### config.mk
export PLATFORM = sky130hd
export DESIGN_NAME = irq_id_arbiter_flat
export DESIGN_NICKNAME = d
export VERILOG_FILES = /design/src/rtl/irq_id_arbiter_if.sv /design/src/rtl/irq_id_arbiter.sv /design/src/flat_wrapper.sv
export SDC_FILE = /design/constraint.sdc
export NUM_CORES = 1
export LEC_CHECK = 0
export ABC_AREA = 1
export CAP_MARGIN = 20
export CORE_ASPECT_RATIO = 1.5
export CORE_MARGIN = 2
export CORE_UTILIZATION = 46
export CTS_CLUSTER_DIAMETER = 120
export DETAILED_ROUTE_END_ITERATION = 16
export DONT_BUFFER_PORTS = 1
export PLACE_DENSITY = 0.59
export SLEW_MARGIN = 20
export SYNTH_ARGS = -nofsm -noshare
export SYNTH_HDL_FRONTEND = slang
export SYNTH_SLANG_ARGS = --single-unit
### constraint.sdc
create_clock -name HCLK -period 4.45 [get_ports HCLK]
set_input_delay 0.445 -clock HCLK [delete_from_list [all_inputs] [get_ports HCLK]]
set_output_delay 0.445 -clock HCLK [all_outputs]
set_load 0.01 [all_outputs]
### src/rtl/irq_id_arbiter_if.sv
// Handshake bundle between the event unit, the IRQ ID arbiter and the core.
// master = arbiter side, slave = event unit / core side.
interface irq_id_arbiter_if #(
    parameter int N_IRQ = 32
);
    logic [N_IRQ-1:0] irq_i;
    logic             irq_ack_i;
    logic             irq_req_o;
    logic [4:0]       irq_id_o;
    logic [N_IRQ-1:0] irq_clr_o;
    logic             busy_o;

    modport master (
        input  irq_i,
        input  irq_ack_i,
        output irq_req_o,
        output irq_id_o,
        output irq_clr_o,
        output busy_o
    );

    modport slave (
        output irq_i,
        output irq_ack_i,
        input  irq_req_o,
        input  irq_id_o,
        input  irq_clr_o,
        input  busy_o
    );
endinterface

### src/rtl/irq_id_arbiter.sv
// Picks one pending interrupt line, presents its ID to the core and pulses a clear on ack.
// Optional macro IRQ_ROUND_ROBIN_EN selects round-robin instead of lowest-index priority.
module irq_id_arbiter #(
    parameter int N_IRQ = 32
) (
    input  logic               HCLK,
    input  logic               HRESETn,
    irq_id_arbiter_if.master   bus
);

    typedef enum logic [1:0] {
        IDLE  = 2'd0,
        REQ   = 2'd1,
        CLEAR = 2'd2
    } state_t;

    state_t           state_r;
    logic             req_r;
    logic [4:0]       id_r;
    logic [N_IRQ-1:0] clr_r;
    logic             busy_r;

    logic [4:0]       winner_s;
    logic             any_s;
    logic             line_s;
    logic [N_IRQ-1:0] onehot_s;

`ifdef IRQ_ROUND_ROBIN_EN
    logic [4:0]       ptr_r;

    // Round-robin search starting at the pointer, wrapping modulo N_IRQ.
    function automatic logic [4:0] rr_pick(input logic [N_IRQ-1:0] lines,
                                           input logic [4:0]       start);
        logic [4:0] win;
        logic       found;
        logic [5:0] idx;
        win   = 5'd0;
        found = 1'b0;
        for (int i = 0; i < N_IRQ; i++) begin
            idx = 6'(start) + 6'(i);
            if (idx >= 6'(N_IRQ)) begin
                idx = idx - 6'(N_IRQ);
            end
            if (!found && lines[idx[4:0]]) begin
                win   = idx[4:0];
                found = 1'b1;
            end
        end
        return win;
    endfunction

    // Winner selection from the current pointer.
    always_comb begin
        winner_s = rr_pick(bus.irq_i, ptr_r);
    end

    // Pointer moves past the serviced line only on an accepted ack.
    always_ff @(posedge HCLK or negedge HRESETn) begin
        if (!HRESETn) begin
            ptr_r <= 5'd0;
        end else if (state_r == REQ && bus.irq_ack_i) begin
            ptr_r <= (id_r == 5'(N_IRQ - 1)) ? 5'd0 : id_r + 5'd1;
        end else begin
            ptr_r <= ptr_r;
        end
    end
`else
    // Fixed priority: lowest set index wins.
    function automatic logic [4:0] low_pick(input logic [N_IRQ-1:0] lines);
        logic [4:0] win;
        logic       found;
        logic [4:0] idx;
        win   = 5'd0;
        found = 1'b0;
        for (int i = 0; i < N_IRQ; i++) begin
            idx = 5'(i);
            if (!found && lines[idx]) begin
                win   = idx;
                found = 1'b1;
            end
        end
        return win;
    endfunction

    // Winner selection with fixed priority.
    always_comb begin
        winner_s = low_pick(bus.irq_i);
    end
`endif

    // Helper terms: any line pending, level of the presented line, clear one-hot.
    always_comb begin
        any_s    = |bus.irq_i;
        line_s   = bus.irq_i[id_r];
        onehot_s = {{(N_IRQ - 1){1'b0}}, 1'b1} << id_r;
    end

    // Main request/ack FSM with registered outputs.
    always_ff @(posedge HCLK or negedge HRESETn) begin
        if (!HRESETn) begin
            state_r <= IDLE;
            req_r   <= 1'b0;
            id_r    <= 5'd0;
            clr_r   <= '0;
            busy_r  <= 1'b0;
        end else begin
            case (state_r)
                IDLE: begin
                    clr_r <= '0;
                    if (any_s) begin
                        state_r <= REQ;
                        id_r    <= winner_s;
                        req_r   <= 1'b1;
                        busy_r  <= 1'b1;
                    end else begin
                        state_r <= IDLE;
                        id_r    <= id_r;
                        req_r   <= 1'b0;
                        busy_r  <= 1'b0;
                    end
                end
                REQ: begin
                    id_r <= id_r;
                    // Ack wins over a simultaneous withdrawal.
                    if (bus.irq_ack_i) begin
                        state_r <= CLEAR;
                        req_r   <= 1'b0;
                        clr_r   <= onehot_s;
                        busy_r  <= 1'b1;
                    end else if (!line_s) begin
                        state_r <= IDLE;
                        req_r   <= 1'b0;
                        clr_r   <= '0;
                        busy_r  <= 1'b0;
                    end else begin
                        state_r <= REQ;
                        req_r   <= 1'b1;
                        clr_r   <= '0;
                        busy_r  <= 1'b1;
                    end
                end
                CLEAR: begin
                    state_r <= IDLE;
                    id_r    <= id_r;
                    req_r   <= 1'b0;
                    clr_r   <= '0;
                    busy_r  <= 1'b0;
                end
                default: begin
                    state_r <= IDLE;
                    id_r    <= id_r;
                    req_r   <= 1'b0;
                    clr_r   <= '0;
                    busy_r  <= 1'b0;
                end
            endcase
        end
    end

    assign bus.irq_req_o = req_r;
    assign bus.irq_id_o  = id_r;
    assign bus.irq_clr_o = clr_r;
    assign bus.busy_o    = busy_r;

endmodule

### src/flat_wrapper.sv
// flat-port wrapper written by rule: the top's interface ports become plain ports
module irq_id_arbiter_flat 
#(
    parameter int N_IRQ = 32
)
  (HCLK, HRESETn, bus_irq_i, bus_irq_ack_i, bus_irq_req_o, bus_irq_id_o, bus_irq_clr_o, bus_busy_o);
  irq_id_arbiter_if #(.N_IRQ(N_IRQ)) bus_i ();
  input  logic HCLK;
  input  logic HRESETn;
  input wire logic [$bits(bus_i.irq_i)-1:0] bus_irq_i;
  input wire logic [$bits(bus_i.irq_ack_i)-1:0] bus_irq_ack_i;
  output wire logic [$bits(bus_i.irq_req_o)-1:0] bus_irq_req_o;
  output wire logic [$bits(bus_i.irq_id_o)-1:0] bus_irq_id_o;
  output wire logic [$bits(bus_i.irq_clr_o)-1:0] bus_irq_clr_o;
  output wire logic [$bits(bus_i.busy_o)-1:0] bus_busy_o;
  assign bus_i.irq_i = bus_irq_i;
  assign bus_i.irq_ack_i = bus_irq_ack_i;
  assign bus_irq_req_o = bus_i.irq_req_o;
  assign bus_irq_id_o = bus_i.irq_id_o;
  assign bus_irq_clr_o = bus_i.irq_clr_o;
  assign bus_busy_o = bus_i.busy_o;
  irq_id_arbiter #(.N_IRQ(N_IRQ)) u_core (.HCLK(HCLK), .HRESETn(HRESETn), .bus(bus_i));
endmodule
### Yosys cells after proc, flatten, opt, wreduce, memory -nomap -nowiden

Cells that the tools add are included.
W data, S select, Z words.

* register bits: 41
* latch bits: 0
* memory bits (writable): 0
* memory bits (read-only): 0
* output and inout bits: 39
* memories kept: 0

* add/sub/neg operators: 0
* $mul: 0
* divide/modulo/power cells: 0
* order comparisons: 1
* equal/unequal tests: 1
* shift operators: 1
* muxes and demuxes: 76
* bitwise operators: 0
* reductions and logical operators: 65

Operators with widths (number)
* $mux W5: 30
* $mux W32: 2
* $mux W1: 39
* $reduce_or A32 Y1: 1
* $shl A1 B5 Y32 const A: 1
* $logic_and A1 B1 Y1: 31
* $logic_not A1 Y1: 31
* $lt A5 B6 Y1 const B: 1
* $bmux W1 S5: 1
* $pmux W1 S2: 2
* $pmux W2 S2: 1
* $eq A2 B1 Y1 const B: 1
* $logic_not A2 Y1: 1
* $mux W2: 1
* $reduce_and A2 Y1: 1

### Longest topological paths before layout

Gate-level depths: netlist of the first run.

* word-level depth: 94
* gate-level depth with buffers: 13
* gate-level depth less buffers: 13

### Least setup slack after synthesis of the first run

Ideal clock, no wire load.

* path type: in2reg
* start: in bus_irq_i[4]
* end: reg u_core.id_r[0] (netlist: u_core.bus.irq_id_o[0])
* arrival time: 1.600 ns
* required time: 4.379 ns
* slack: 2.779 ns
* stages on the path: 11
* path through: nor2_1 -> nand2_1 -> nor2_8 -> nand3_4 -> nor2_8 -> nand4_4 -> nor2_4 -> nand3_2 -> nand3_1 -> nor2_1 -> nor2_1

* word-level cells in the longest chain between the ends: 83
* elaborated cells on any way between the ends: 112

RTL lines
* from (decl): line flat_wrapper.sv:10 `input wire logic [$bits(bus_i.irq_i)-1:0] bus_irq_i;`
* $logic_and A1 B1 Y1: line irq_id_arbiter.sv:77 `if (!found && lines[idx]) begin`
* $mux W1: line irq_id_arbiter.sv:77
* $logic_not A1 Y1: line irq_id_arbiter.sv:77
* $logic_and A1 B1 Y1: line irq_id_arbiter.sv:77
* $mux W1: line irq_id_arbiter.sv:77
* $logic_not A1 Y1: line irq_id_arbiter.sv:77
* $logic_and A1 B1 Y1: line irq_id_arbiter.sv:77
* $mux W1: line irq_id_arbiter.sv:77
* [... 67 more ...]
* $logic_and A1 B1 Y1: line irq_id_arbiter.sv:77
* $mux W1: line irq_id_arbiter.sv:77
* $logic_not A1 Y1: line irq_id_arbiter.sv:77
* $logic_and A1 B1 Y1: line irq_id_arbiter.sv:77
* $mux W1: line irq_id_arbiter.sv:77
* $logic_not A1 Y1: line irq_id_arbiter.sv:77
* $logic_and A1 B1 Y1: line irq_id_arbiter.sv:77
* $mux W5: line irq_id_arbiter.sv:77
* to (signal assigned): line irq_id_arbiter.sv:112 `id_r <= winner_s;`
* to (signal assigned): line irq_id_arbiter.sv:117 `id_r <= id_r;`
* to (signal assigned): line irq_id_arbiter.sv:123 `id_r <= id_r;`
* to (decl): line irq_id_arbiter.sv:19 `logic [4:0] id_r;`

Parallel ways exist; a longest one is shown, timed or not.
A chain may end at the register's enable or synchronous reset.

### Worst setup path in the final report of the first run

* start: reg u_core.id_r[0] (netlist: u_core.bus.irq_id_o[0])
* end: reg u_core.state_r[0]

* word-level cells in the longest chain between the ends: 5

RTL lines
* $bmux W1 S5: line irq_id_arbiter.sv:94 `line_s = bus.irq_i[id_r];`
* $mux W1 (not written as such): line irq_id_arbiter.sv:94
* $mux W1: line irq_id_arbiter.sv:130 `end else if (!line_s) begin`
* $mux W2: line irq_id_arbiter.sv:125 `if (bus.irq_ack_i) begin`
* $pmux W2 S2: line irq_id_arbiter.sv:107 `case (state_r)`
* to (signal assigned): line irq_id_arbiter.sv:111 `state_r <= REQ;`
* to (signal assigned): line irq_id_arbiter.sv:126 `state_r <= CLEAR;`
* to (signal assigned): line irq_id_arbiter.sv:131 `state_r <= IDLE;`
* to (decl): line irq_id_arbiter.sv:17 `state_t state_r;`

Every way passes these cells. The select of a mux whose other input is x is not followed.

==> results of run 1 <==
## registers in the layout, summed over array words and instances, names as in the netlist
signal / cells
u_core.bus.irq_id_o: 5
u_core.bus.busy_o: 1
u_core.bus.irq_clr_o: 32
u_core.state_r: 2
## what timing repair did
| item | 4_1_cts | 5_1_grt |
|---|---|---|
| hold buffers | 2 | 0 |
| endpoints found under the hold margin | 40 | 0 |
| setup endpoints to repair | 0 | 0 |
## placed cells by master (no fill, tap or decap), drive strengths merged, types with 3 or more instances in the layout
cell type and n:
nand2 32, nor2 79, clkbuf 7, nand4 7
nand3 34, inv 32, a22oi 6, o22ai 3
o21ai 4, a21oi 4, o211ai 5, o2111ai 7
dfrtp 40, nor3 6
## per-stage QoR
stage          total power, mW  std cells  hold slack (ns)  util (%)
3_3_place_gp            0.9179        343           0.1502     48.41
3_5_place_dp            0.9258        343           0.1502     48.41
4_1_cts                  1.182        353           0.2480     51.01
6_report                 1.177        353           0.2520     51.11
5_1_grt                  1.274        353           0.2570     51.11
2_1_floorplan           0.8107        285           0.1494         -
## power breakdown
group / switching (mW) / leakage (nW) / internal [mW]
combinational: 0.288 / 0.561 / 0.129
clock: 0.119 / 0.0445 / 0.126
sequential: 0.105 / 0.543 / 0.409
## layer usage
layer,vias up,part of all wire [%]
met2,72,54
met4,0,2.1
met5,-,0
met3,10,6.9
met1,929,37
li1,959,-
## logic make-up after synthesis
kind of cell | after synthesis | share of synthesized area (%)
buffers and inverters | 42 | 7.036
AND/OR/NAND/NOR | 166 | 36.68
flip-flops | 40 | 44.32
AO/OA/AOI/OAI | 37 | 11.97
## worst max path at each step
stage / end / slack [ns] / startpoint
2_1_floorplan: u_core.bus.irq_id_o[0] / 2.78 / bus_irq_i[4]
3_3_place_gp: u_core.state_r[0] / 2.26 / u_core.bus.irq_id_o[0]
3_5_place_dp: u_core.state_r[0] / 2.20 / u_core.bus.irq_id_o[0]
4_1_cts: u_core.state_r[0] / 2.18 / u_core.bus.irq_id_o[0]
5_1_grt: u_core.state_r[0] / 1.91 / u_core.bus.irq_id_o[0]
6_report: u_core.state_r[0] / 2.19 / u_core.bus.irq_id_o[0]
## worst max-delay path, delay by kind of cell, from the launching register on
family                 cells  cell delay [ns]
buffers and inverters      2             0.29
and+or+nand+nor            4             0.92
DFF                        1             0.47
AOI/OAI and AO/OA          4             0.52
## area by class of cell
class                           count  share of cell area [%]
Multi-Input combinational cell    203                   45.25
Clock inverter                      1                  0.3079
Clock buffer                        7                   3.540
Inverter                           34                   5.233
Tap cell                           66                   3.386
Timing Repair Buffer                2                   1.231
Sequential cell                    40                   41.05
==> results.sh, run 1 <==
export IMPL_cts_tree="done"
export IMPL_viasPerCell=5.581
export IMPL_ioPinCount=74
export IMPL_synth_flop_cell="dfrtp_1"
export IMPL_rsz0062_at_grt="false"
export IMPL_clk_pin_slew_worst_paths_ns=0.08
export IMPL_first_pass_iters=5
export IMPL_wire_per_inst_um=16.48
export IMPL_fin_nets=321
export IMPL_worstHoldStart="bus_irq_ack_i"
export IMPL_synthArstFlopShare_pct=100.0
export IMPL_p_per_area_mw_per_mm2=482.5
export IMPL_grt_pass1_wl_um=9742
export IMPL_core_mm2=0.004771
export IMPL_post_cts_resized=0
export IMPL_avgSynthCellArea_um2=7.924
export IMPL_slowest_delay_ns=0.66
export IMPL_root_buffer="clkbuf_8"
export IMPL_worst_pin_slew_ns=0.8640
export IMPL_finalCriticalPeriod_ns=2.261
export IMPL_postCtsSetupBuffers=0
export IMPL_grt_max_degree=41
export IMPL_start_util_pct=47.34
export IMPL_cts_inserted_buffers=5
export IMPL_worst_setup_path_type="flip-flop to flip-flop"
export IMPL_drc=0
export IMPL_max_slew_margin_rel_pct=42.19
export IMPL_drtIter0Drc=92
export IMPL_antenna_found_initial=0
export IMPL_synth_top_cells_by_count="nor2_1 (72), dfrtp_1 (40), inv_1 (32), nand3_1 (32), nand2_1 (31)"
export IMPL_timing_final_ws_setup_ns=2.189
export IMPL_ys_top_cells_by_area="dfrtp_1 (44%), nor2_1 (12%), nand3_1 (7.1%)"
export IMPL_fin_skew_ns=0.008783
export IMPL_synth_fp_nets=320
export IMPL_track_usage_pct=23.34
export IMPL_dieArea_mm2=0.005498
export IMPL_synth_top_cell_by_area="dfrtp_1"
export IMPL_syn2layout_area_growth_pct=7.978
export IMPL_setup_tns_ns=0
export IMPL_r2r_start="u_core.bus.irq_id_o[0]"
export IMPL_use_met1_pct=27.12
export IMPL_totalWireLength_um=5817
export IMPL_synth_edf_count=0
export IMPL_ant_nets=0
export IMPL_p_leak_nw=1.148
export IMPL_finalHoldViolations=0
export IMPL_busiest_layer="met2"
export IMPL_fmax_ghz=0.4423
export IMPL_worst_ep_required_time_ns=4.67
export IMPL_met2_usage_pct=39.36
export IMPL_r2r_setup_slack_ns=2.19
export IMPL_status="finished clean"
export IMPL_port_buffers=0
export IMPL_start_kind="flip-flop"
export IMPL_min_path_cells=1
export IMPL_path_cells="inv_1 > nor2_1 > inv_1 > o22ai_1 > nor2_1 > a21oi_1 > o21ai_0 > nand3_1 > nand3_1 > o21bai_1"
export IMPL_hold_end="u_core.state_r[0]"
export IMPL_clkSinkCount=40
export IMPL_period_share_pct=50.80
export IMPL_r2r_end="u_core.state_r[0]"
export IMPL_slew_viol_final=0
export IMPL_htree_levels=2
export IMPL_finalSetupViolations=0
export IMPL_drive_gt1_share_pct=8.362
export IMPL_clkLatencyLatePin_ns=0.29
export IMPL_n_antenna_cell=0
export IMPL_synth_top_area_share_pct=44.32
export IMPL_synth_seq_area_share_pct=44.32
export IMPL_worst_setup_path_end_kind="flip-flop"
export IMPL_vias=1970
export IMPL_hold_class="input pin to flip-flop"
export IMPL_maxCapViolCount=0
export IMPL_peakVddDrop_mv=0.1932
export IMPL_multi_input_area_mm2=0.001104
export IMPL_dieWidth_um=61.21
export IMPL_core_rowCount=31
export IMPL_worst_r2r_path_depth=10
export IMPL_synth_most_common_cell="nor2_1"
export IMPL_clockBufferDepth=2
export IMPL_synth_area_mm2=0.002258
export IMPL_grt_pass1_vias=1987
export IMPL_dpl_cell_area_mm2=0.002310
export IMPL_grt_overflow=0
export IMPL_cp_data_arrival_time_ns=2.48
export IMPL_synthDistinctLibCells=35
export IMPL_worstPathMaxFanout=11
export IMPL_syn_inst=285
export IMPL_die_h_um=89.82
export IMPL_nFillCells=488
export IMPL_synth_seq_cells=40
export IMPL_place_congestion=0.8937
export IMPL_post_route_cell_area_mm2=0.002439
export IMPL_grt_util_met3_pct=5.899
export IMPL_pre_cts_ws_ns=2.196
export IMPL_regArea_mm2=0.001001
export IMPL_synth_warnings=0
export IMPL_dpl_hpwl_um=4324
export IMPL_slowest_stage="nor2_1"
(Power assumes the default switching activity.)
==> run 2, diff against run 1 <==
--- a/config.mk
+++ b/config.mk
@@ -13,7 +13,7 @@
 export CTS_CLUSTER_DIAMETER = 120
 export DETAILED_ROUTE_END_ITERATION = 16
 export DONT_BUFFER_PORTS = 1
-export PLACE_DENSITY = 0.59
+export PLACE_DENSITY = 0.61
 export SLEW_MARGIN = 20
 export SYNTH_ARGS = -nofsm -noshare
 export SYNTH_HDL_FRONTEND = slang
==> constraint.sdc (replaced) <==
create_clock -name HCLK -period 1.8 [get_ports HCLK]
set_input_delay 0.18 -clock HCLK [delete_from_list [all_inputs] [get_ports HCLK]]
set_output_delay 0.18 -clock HCLK [all_outputs]
set_load 0.01 [all_outputs]
==> results.sh, run 2 (synthesis results as in run 1) <==
export IMPL_drtIter0Drc=124
export IMPL_drc=0
export IMPL_p_leak_nw=1.232
export IMPL_die_h_um=89.82
export IMPL_hold_class="input pin to flip-flop"
export IMPL_path_common_cell="nand3_1"
export IMPL_root_buffer="clkbuf_8"
export IMPL_start_util_pct=47.34
export IMPL_post_route_cell_area_mm2=0.002577
export IMPL_wire_per_inst_um=15.85
export IMPL_fin_nets=336
export IMPL_syn2layout_area_growth_pct=14.13
export IMPL_rsz0062_at_grt="false"
export IMPL_worst_setup_path_type="flip-flop to flip-flop"
export IMPL_layout_commonest_cell="nor2_1"
export IMPL_largest_reg_flops=32
export IMPL_peakVddDrop_mv=0.5950
export IMPL_maxCapViolCount=0
export IMPL_clkSinkCount=40
export IMPL_finalHoldViolations=0
export IMPL_postCtsSetupBuffers=0
export IMPL_fin_hold_ws_ns=0.1039
export IMPL_core_rowCount=31
export IMPL_slowest_delay_ns=0.46
export IMPL_totalWireLength_um=5832
export IMPL_final_core_util_pct=54.03
export IMPL_dieArea_mm2=0.005498
export IMPL_htree_levels=2
export IMPL_grt_overflow=0
export IMPL_fin_skew_ns=0.006540
export IMPL_start_kind="flip-flop"
export IMPL_finalSetupViolations=0
export IMPL_grt_max_degree=41
export IMPL_worst_ep_required_time_ns=1.98
export IMPL_slew_viol_final=0
export IMPL_status="finished clean"
export IMPL_path_cells="inv_1 > nand2_1 > inv_4 > a22oi_1 > o2111ai_1 > nand3_1 > nand3_1 > nand3_1 > o21bai_1"
export IMPL_multi_input_area_mm2=0.001106
export IMPL_port_buffers=0
export IMPL_place_congestion=0.8356
export IMPL_first_pass_iters=5
export IMPL_drive_gt1_share_pct=14.24
export IMPL_grt_pass1_wl_um=9756
export IMPL_cts_inserted_buffers=5
export IMPL_period_share_pct=91.68
export IMPL_p_per_area_mw_per_mm2=1230
export IMPL_max_slew_margin_rel_pct=58.33
export IMPL_ant_nets=0
export IMPL_grt_pass1_vias=2091
export IMPL_finalCriticalPeriod_ns=1.650
export IMPL_fmax_ghz=0.6059
export IMPL_clkLatencyLatePin_ns=0.29
export IMPL_cp_num_buf_inv=2
export IMPL_dpl_hpwl_um=4399
export IMPL_path_delay_family="simple AND/OR/NAND/NOR gates"
export IMPL_vias=2026
export IMPL_worst_setup_path_end_kind="flip-flop"
export IMPL_worstPathMaxFanout=9
export IMPL_core_mm2=0.004771
export IMPL_cts_tree="done"
export IMPL_clk_pin_slew_worst_paths_ns=0.08
export IMPL_layout_common_cells="nor2_1 (72), dfrtp_1 (39), nand3_1 (32)"
export IMPL_timing_final_ws_setup_ns=0.1497
export IMPL_antenna_found_initial=0
export IMPL_cp_data_arrival_time_ns=1.83
export IMPL_nFillCells=459
export IMPL_pre_cts_ws_ns=-0.1344
export IMPL_track_usage_pct=22.85
export IMPL_worst_pin_slew_ns=0.6217
export IMPL_dieWidth_um=61.21
export IMPL_n_antenna_cell=0
export IMPL_dpl_cell_area_mm2=0.002415
export IMPL_ioPinCount=74
export IMPL_regArea_mm2=0.001002
export IMPL_slowest_stage="dfrtp_1"
export IMPL_clockBufferDepth=2
export IMPL_viasPerCell=5.505
run 2: cell types whose count changed in the layout (fill, tap and decap cells not counted), sizes merged:
cell | previous run | this run
clkbuf | 7 | 5
buf | 1 | 15
inv | 32 | 33
dlygate4sd3 | 1 | 2
bufinv | 0 | 1
run 2: final timing paths:
check | start | endpoint | slack [ns] | cells past startpoint
worst min register to register | u_core.state_r[1] | u_core.state_r[1] | 0.56 | 1
min in group asynchronous | HRESETn | u_core.bus.irq_clr_o[13] | 0.34 | 2
worst max-delay path | u_core.bus.irq_id_o[0] | u_core.state_r[0] | 0.15 | 9
worst min-delay path | bus_irq_i[27] | u_core.bus.irq_id_o[2] | 0.10 | 3
worst max register to register | u_core.bus.irq_id_o[0] | u_core.state_r[0] | 0.15 | 9
max in group asynchronous | HRESETn | u_core.bus.irq_id_o[1] | 1.26 | 2
run 2: what timing repair did:
item                                    in CTS  in global routing
cloned                                       0                  0
hold endpoints to repair                    41                  0
gates resized for setup                      2                  4
hold buffers                                 3                  0
endpoints found under the setup margin       2                  7
run 2: power breakdown:
part           total (mW)  switching [mW]  internal (mW)
sequential           1.18           0.166           1.02
clock               0.706           0.296          0.410
combinational        1.28           0.853          0.428
run 2: through the flow:
stage          setup TNS [ns]  power (mW)  std cells
4_1_cts                     0       3.158        368
6_report                    0       3.169        368
5_1_grt                     0       3.405        368
3_5_place_dp          -0.4424       2.417        357
3_3_place_gp          -0.2197       2.409        357
2_1_floorplan               0       2.004        285
run 2: final cells by class:
type / count / area share, %
sequential: 40 / 38.88
tap: 66 / 3.204
inverter: 34 / 5.049
clock inverter: 3 / 1.650
clock buffer: 5 / 2.670
timing repair buffer: 17 / 5.631
multi-input combinational: 203 / 42.91
run 2: worst min-delay path, cell delays in order:
cell and delay (ns):
nor3_1 0.03, o41ai_1 0.08, a21oi_1 0.07
run 2: routing by layer:
| metal | up-vias | track usage, % | wire length, um |
|---|---|---|---|
| li1 | 992 | - | - |
| met1 | 956 | 26.43 | 2229 |
| met2 | 69 | 40.60 | 3194 |
| met3 | 9 | 4.029 | 303 |
| met4 | 0 | 6.884 | 104 |
| met5 | - | 0 | 0 |
